[config.mk]
export PLATFORM = sky130hd
export DESIGN_NAME = store_buffer
export DESIGN_NICKNAME = d
export VERILOG_FILES = /design/src/rtl/store_buffer_pkg.sv /design/src/rtl/sb_match_unit.sv /design/src/rtl/store_buffer.sv
export SDC_FILE = /design/constraint.sdc
export NUM_CORES = 1
export LEC_CHECK = 0
export CORE_MARGIN = 8
export CORE_UTILIZATION = 50
export DETAILED_ROUTE_END_ITERATION = 6
export HOLD_SLACK_MARGIN = 0.05
export PLACE_DENSITY = 0.71
export SLEW_MARGIN = 20
export SYNTH_ARGS = -nofsm -noshare
export SYNTH_HDL_FRONTEND = slang
export SYNTH_SLANG_ARGS = --single-unit
[constraint.sdc]
create_clock -name clk -period 18.61 [get_ports clk]
set_input_delay 3.722 -clock clk [delete_from_list [all_inputs] [get_ports clk]]
set_output_delay 3.722 -clock clk [all_outputs]
set_load 0.01 [all_outputs]
[src/rtl/store_buffer_pkg.sv]
// Shared types for the posted-write store buffer.
// Latency: n/a (types and constants only).
// Backpressure: n/a.
package store_buffer_pkg;

  localparam int SB_DATA_WIDTH    = 32;
  localparam int SB_ADDRESS_WIDTH = 30;
  localparam int SB_DEPTH_LOG2    = 2;
  localparam int SB_DEPTH         = 2 ** SB_DEPTH_LOG2;

  // One buffer slot; valid entries always form a contiguous run starting at head.
  typedef struct packed {
    logic                        valid;
    logic [SB_ADDRESS_WIDTH-1:0] address;
    logic [SB_DATA_WIDTH-1:0]    data;
  } sb_entry_t;

  typedef enum logic {
    SB_IDLE,
    SB_DRAIN
  } sb_state_t;

endpackage

[src/rtl/sb_match_unit.sv]
// Address match: youngest-first load forwarding plus non-head merge lookup for stores.
// Latency: purely combinational.
// Backpressure: none; evaluates every cycle.
module sb_match_unit
  import store_buffer_pkg::*;
#(
  parameter int DATA_WIDTH    = SB_DATA_WIDTH,
  parameter int ADDRESS_WIDTH = SB_ADDRESS_WIDTH,
  parameter int DEPTH_LOG2    = SB_DEPTH_LOG2
) (
  input  sb_entry_t [2**DEPTH_LOG2-1:0] entries,
  input  logic [DEPTH_LOG2-1:0]         head,
  input  logic [ADDRESS_WIDTH-1:0]      rd_address,
  input  logic [ADDRESS_WIDTH-1:0]      wr_address,
  output logic                          rd_hit,
  output logic [DATA_WIDTH-1:0]         rd_data,
  output logic                          merge_hit,
  output logic [DEPTH_LOG2-1:0]         merge_index
);

  localparam int DEPTH = 2 ** DEPTH_LOG2;

  logic [DEPTH_LOG2-1:0] idx;

  // Walk from oldest (head) to youngest; later matches override, so the youngest wins.
  // The merge search skips distance 0 because the head may already be in flight.
  always_comb begin
    rd_hit      = 1'b0;
    rd_data     = '0;
    merge_hit   = 1'b0;
    merge_index = '0;
    idx         = '0;
    for (int k = 0; k < DEPTH; k++) begin
      idx = head + DEPTH_LOG2'(k);
      if (entries[idx].valid && (entries[idx].address == rd_address)) begin
        rd_hit  = 1'b1;
        rd_data = entries[idx].data;
      end
      if ((k != 0) && entries[idx].valid && (entries[idx].address == wr_address)) begin
        merge_hit   = 1'b1;
        merge_index = idx;
      end
    end
  end

endmodule

[src/rtl/store_buffer.sv]
// Posted-write buffer between cache write path and data memory, with forwarding and merging.
// Latency: accepted store visible to lookup and presented to memory the next cycle.
// Backpressure: wr_ready drops when full (registered, no bypass) or while flush is held.
module store_buffer
  import store_buffer_pkg::*;
#(
  parameter int DATA_WIDTH    = SB_DATA_WIDTH,
  parameter int ADDRESS_WIDTH = SB_ADDRESS_WIDTH,
  parameter int DEPTH_LOG2    = SB_DEPTH_LOG2
) (
  input  logic                     clk,
  input  logic                     rst,
  input  logic                     wr_valid,
  output logic                     wr_ready,
  input  logic [ADDRESS_WIDTH-1:0] wr_address,
  input  logic [DATA_WIDTH-1:0]    wr_data,
  input  logic [ADDRESS_WIDTH-1:0] rd_address,
  output logic                     rd_hit,
  output logic [DATA_WIDTH-1:0]    rd_data,
  input  logic                     flush,
  output logic                     flush_done,
  output logic                     mem_write_enable,
  output logic [ADDRESS_WIDTH-1:0] mem_address,
  output logic [DATA_WIDTH-1:0]    mem_write_data,
  input  logic                     mem_ack,
  output logic                     empty,
  output logic                     full
);

  localparam int DEPTH = 2 ** DEPTH_LOG2;
  localparam logic [DEPTH_LOG2:0] COUNT_FULL = (DEPTH_LOG2 + 1)'(DEPTH);
  localparam logic [DEPTH_LOG2:0] COUNT_ONE  = (DEPTH_LOG2 + 1)'(1);

  sb_entry_t [DEPTH-1:0]  entries_q;
  logic [DEPTH_LOG2-1:0]  head_q;
  logic [DEPTH_LOG2-1:0]  tail_q;
  logic [DEPTH_LOG2:0]    count_q;
  sb_state_t              state_q;
  sb_state_t              state_d;

  logic                   accept;
  logic                   do_merge;
  logic                   do_append;
  logic                   do_retire;
  logic                   merge_hit;
  logic [DEPTH_LOG2-1:0]  merge_index;

  sb_match_unit #(
    .DATA_WIDTH    (DATA_WIDTH),
    .ADDRESS_WIDTH (ADDRESS_WIDTH),
    .DEPTH_LOG2    (DEPTH_LOG2)
  ) u_match (
    .entries     (entries_q),
    .head        (head_q),
    .rd_address  (rd_address),
    .wr_address  (wr_address),
    .rd_hit      (rd_hit),
    .rd_data     (rd_data),
    .merge_hit   (merge_hit),
    .merge_index (merge_index)
  );

  assign full       = (count_q == COUNT_FULL);
  assign empty      = (count_q == '0);
  assign wr_ready   = !full && !flush;
  assign flush_done = flush && empty;

  assign accept    = wr_valid && wr_ready;
  assign do_merge  = accept && merge_hit;
  assign do_append = accept && !merge_hit;

  // Head entry is held on the memory port until acknowledged.
  assign mem_write_enable = (state_q == SB_DRAIN);
  assign mem_address      = entries_q[head_q].address;
  assign mem_write_data   = entries_q[head_q].data;
  assign do_retire        = mem_write_enable && mem_ack;

  // Drain state register; reset drops any in-flight write without retry.
  always_ff @(posedge clk or posedge rst) begin
    if (rst) state_q <= SB_IDLE;
    else     state_q <= state_d;
  end

  // Next state: leave IDLE on any append, return once the last entry retires with nothing arriving.
  always_comb begin
    state_d = state_q;
    case (state_q)
      SB_IDLE:  if (do_append) state_d = SB_DRAIN;
      SB_DRAIN: if (do_retire && (count_q == COUNT_ONE) && !do_append) state_d = SB_IDLE;
      default:  state_d = SB_IDLE;
    endcase
  end

  // Head/tail pointers wrap naturally at DEPTH; count tracks net appends minus retires.
  always_ff @(posedge clk or posedge rst) begin
    if (rst) begin
      head_q  <= '0;
      tail_q  <= '0;
      count_q <= '0;
    end else begin
      if (do_append) tail_q <= tail_q + 1'b1;
      if (do_retire) head_q <= head_q + 1'b1;
      case ({do_append, do_retire})
        2'b10:   count_q <= count_q + 1'b1;
        2'b01:   count_q <= count_q - 1'b1;
        default: count_q <= count_q;
      endcase
    end
  end

  // Entry storage: retire clears head, append fills tail, merge rewrites a non-head slot.
  // These never collide: append is blocked when tail==head with entries present,
  // and merge targets are never the head.
  always_ff @(posedge clk or posedge rst) begin
    if (rst) begin
      entries_q <= '0;
    end else begin
      if (do_retire) entries_q[head_q].valid <= 1'b0;
      if (do_append) begin
        entries_q[tail_q].valid   <= 1'b1;
        entries_q[tail_q].address <= wr_address;
        entries_q[tail_q].data    <= wr_data;
      end
      if (do_merge) entries_q[merge_index].data <= wr_data;
    end
  end

endmodule

==> flow_metrics.py <==
metrics = {
    "run_status": {
        "status": "complete, no violations",
    },
    "synthesis": {
        "synthArstFlopShare": 1.00,
        "synth.distinct_cells": 62,
        "syn-mean-instance-area_um2": 11.6,
        "netlist_area_um2": 20300,
        "syn_nets": 1864,
        "seq_area_frac_synth": 0.320,
        "ys_warn_count": 0,
        "synth_edf_count": 0,
        "synth.top_cell.area_share": 0.320,
        "synthFlopType": "dfrtp_1",
        "synth_top_area_cell": "dfrtp_1",
        "syn_inst": 1754,
        "ys_top_cells_by_area": "dfrtp_1, mux4_2, mux2_2, mux2i_1, mux2_1",
        "ys_ff_latch": 260,
    },
    "critical_path": {
        "critPathRequiredTime_ns": 14.89,
        "r2r_start": "head_q[0]$_DFFE_PP0P_",
        "crit_path_end_kind": "primary output",
        "critical_path.max_stage_delay_ns": 0.88,
        "startpoint_type": "flop",
        "r2r.worst_path.cells": 13,
        "critPathMostFrequentCell": "mux2i_1",
        "crit_fanout": 43,
        "r2r_end": "entries_q[73]$_DFF_PP0_",
        "slowest_stage": "dfrtp_4",
        "reg2reg_slack_ns": 11.10,
        "cp_cell_sequence": "inv_1 -> ha_4 -> buf_4 -> inv_2 -> mux2i_1 -> xor2_1 -> and4_1 -> and4_1 -> nand2_2 -> buf_4 -> mux2i_1 -> mux2i_1 -> a21oi_1 -> clkdlybuf4s50_1",
        "arrival_ns": 6.99,
        "worst-setup-path-type": "reg -> out",
    },
    "floorplanning": {
        "num_rows": 74,
        "boundaryPins": 197,
        "dieWidth_um": 218,
        "die-area_um2": 47400,
        "start_util": 0.502,
        "fp.coreArea_um2": 40500,
        "die-height_um": 218,
    },
    "sta": {
        "worst_clock_skew_ns": 0.0207,
        "period_share": 0.576,
        "fin_crit_ns": 10.71,
        "tightest_slew_ns": 1.14,
        "max-slew-margin-rel": 0.238,
        "fmax_ghz": 0.0934,
        "drv_slew": 0,
        "setup_viol_count_final": 0,
        "setup_tns_ns": 0,
        "hold_violations": 0,
        "rsz0062_at_grt": "no",
    },
    "clock_tree": {
        "cts_tree": "yes",
        "clk_latency_ns": 0.58,
        "cts.sinks": 260,
        "cts_setup_buffers": 0,
        "root_buffer": "clkbuf_16",
        "clockBufferDepth": 3,
        "cts_hold_buf": 0,
        "cts-buffers-inserted": 30,
        "path_clk_slew_ns": 0.06,
        "cts_max_level": 1,
        "cts_resized": 0,
    },
    "finish": {
        "fillers": 3366,
        "nNetsFinal": 1958,
        "fin_util": 0.583,
        "layout_commonest_cell": "dfrtp_1",
        "drive_above_1_share": 0.236,
        "area_growth_pct": 16.0,
        "instances_no_fill": 2408,
        "final_cell_area_um2": 23600,
        "final_cell_mix": "dfrtp_1, mux2_2, clkdlybuf4s50_1, mux2i_1, mux4_2",
    },
    "route": {
        "viasPerCell": 6.41,
        "ant_nets": 0,
        "wl_um": 61800,
        "vias": 15400,
        "wl_per_cell_um": 25.7,
        "drtIter0Drc": 1418,
        "firstDrtPassIters": 5,
        "drc_errors": 0,
    },
    "power": {
        "leakage_nw": 9.57,
        "ir_drop_uv": 133,
        "p_per_area_nw_per_um2": 221,
    },
    "job": {
        "drv_cap": 0,
    },
    "global_routing": {
        "antenna_found_initial": 3,
        "grt_overflow": 0,
        "grt_max_degree": 155,
        "grt_pass1_wl_um": 94800,
        "grt.total_usage": 0.255,
        "grt_pass1_vias": 15500,
    },
    "worst_hold_path": {
        "min-delay-start": "count_q[2]$_DFFE_PP0P_",
        "hold_depth": 1,
        "hold_class": "reg -> reg",
        "worstHoldEndpoint": "count_q[2]$_DFFE_PP0P_",
    },
    "placement": {
        "dp_cells": 2348,
        "gp_congestion": 0.982,
        "hpwlAfterDp_um": 43800,
        "placed_area_um2": 22500,
        "port_buffers": 196,
    },
}
==> worst max-delay path: cells and delay by family (launching register included) <==
| kind | cells | cell delay (ns) |
|---|---|---|
| buf+inv | 5 | 2.88 |
| flops | 1 | 0.88 |
| fa+ha+maj | 1 | 0.81 |
| mux | 3 | 0.79 |
| simple gates | 3 | 0.49 |
| compound gates | 1 | 0.28 |
| xor+xnor | 1 | 0.15 |
==> power by group <==
part	switching [mW]	internal, mW
Sequential	0.347	0.852
Clock	0.253	0.385
Combinational	1.72	1.66
==> logic make-up after synthesis <==
logic type | after synthesis | share of synthesized area
compound gates | 186 | 0.0573
buf+inv | 172 | 0.0387
xor+xnor | 196 | 0.0844
flops | 260 | 0.320
mux | 646 | 0.425
fa+ha+maj | 13 | 0.00800
simple gates | 281 | 0.0667
==> synth_stat cells (7+ instances only) <==
cell	instances
clkbuf_1	70
nor4_1	12
nand2_1	42
mux4_2	140
dfrtp_1	260
and2_1	7
nor3_1	7
nor2_1	102
nand4_1	36
nand3_1	45
o21ai_0	20
buf_2	35
buf_1	27
xnor2_1	125
mux2i_1	186
xor2_1	71
mux2_2	200
o221ai_1	8
inv_1	18
mux2_1	115
a21oi_1	105
ha_1	13
buf_4	16
==> stage by stage <==
| step | hold WS [ns] | setup slack [ns] | total power [mW] |
|---|---|---|---|
| floorplan | 0.468 | 7.73 | 3.49 |
| global route | 0.538 | 7.55 | 5.51 |
| global placement | 0.485 | 7.94 | 4.46 |
| detailed placement | 0.498 | 7.93 | 4.53 |
| CTS | 0.517 | 7.84 | 5.20 |
| finish | 0.503 | 7.90 | 5.22 |
==> final cells by class <==
| type | instances | area [um^2] | area share |
|---|---|---|---|
| well taps | 532 | 666 | 0.0282 |
| diodes | 4 | 10.0 | 0.000425 |
| clock buffers | 35 | 820 | 0.0348 |
| flip-flops and latches | 260 | 6510 | 0.276 |
| repair buffers | 215 | 2120 | 0.0900 |
| clock inverters | 21 | 262 | 0.0111 |
| inverters | 19 | 78.8 | 0.00334 |
| multi-input cells | 1322 | 13100 | 0.556 |
==> worst max-delay path by stage <==
stage | start | end
after floorplan | rst | asynchronous set/reset pin
after global placement | rd_address[17] | rd_data[2]
after detailed placement | rd_address[17] | rd_data[2]
after CTS | head_q[0]$_DFFE_PP0P_ | rd_data[2]
after global routing | head_q[0]$_DFFE_PP0P_ | rd_data[13]
final | head_q[0]$_DFFE_PP0P_ | rd_data[2]
==> routing by layer <==
metal / track usage / part of all wire / vias to the layer above
met4: 0.0886 / 0.035 / 4
met3: 0.0380 / 0.069 / 124
met2: 0.416 / 0.48 / 604
met5: 0 / 0.00036 / -
li1: - / - / 6774
met1: 0.344 / 0.42 / 7922
Power figures use the tool's default switching activity.
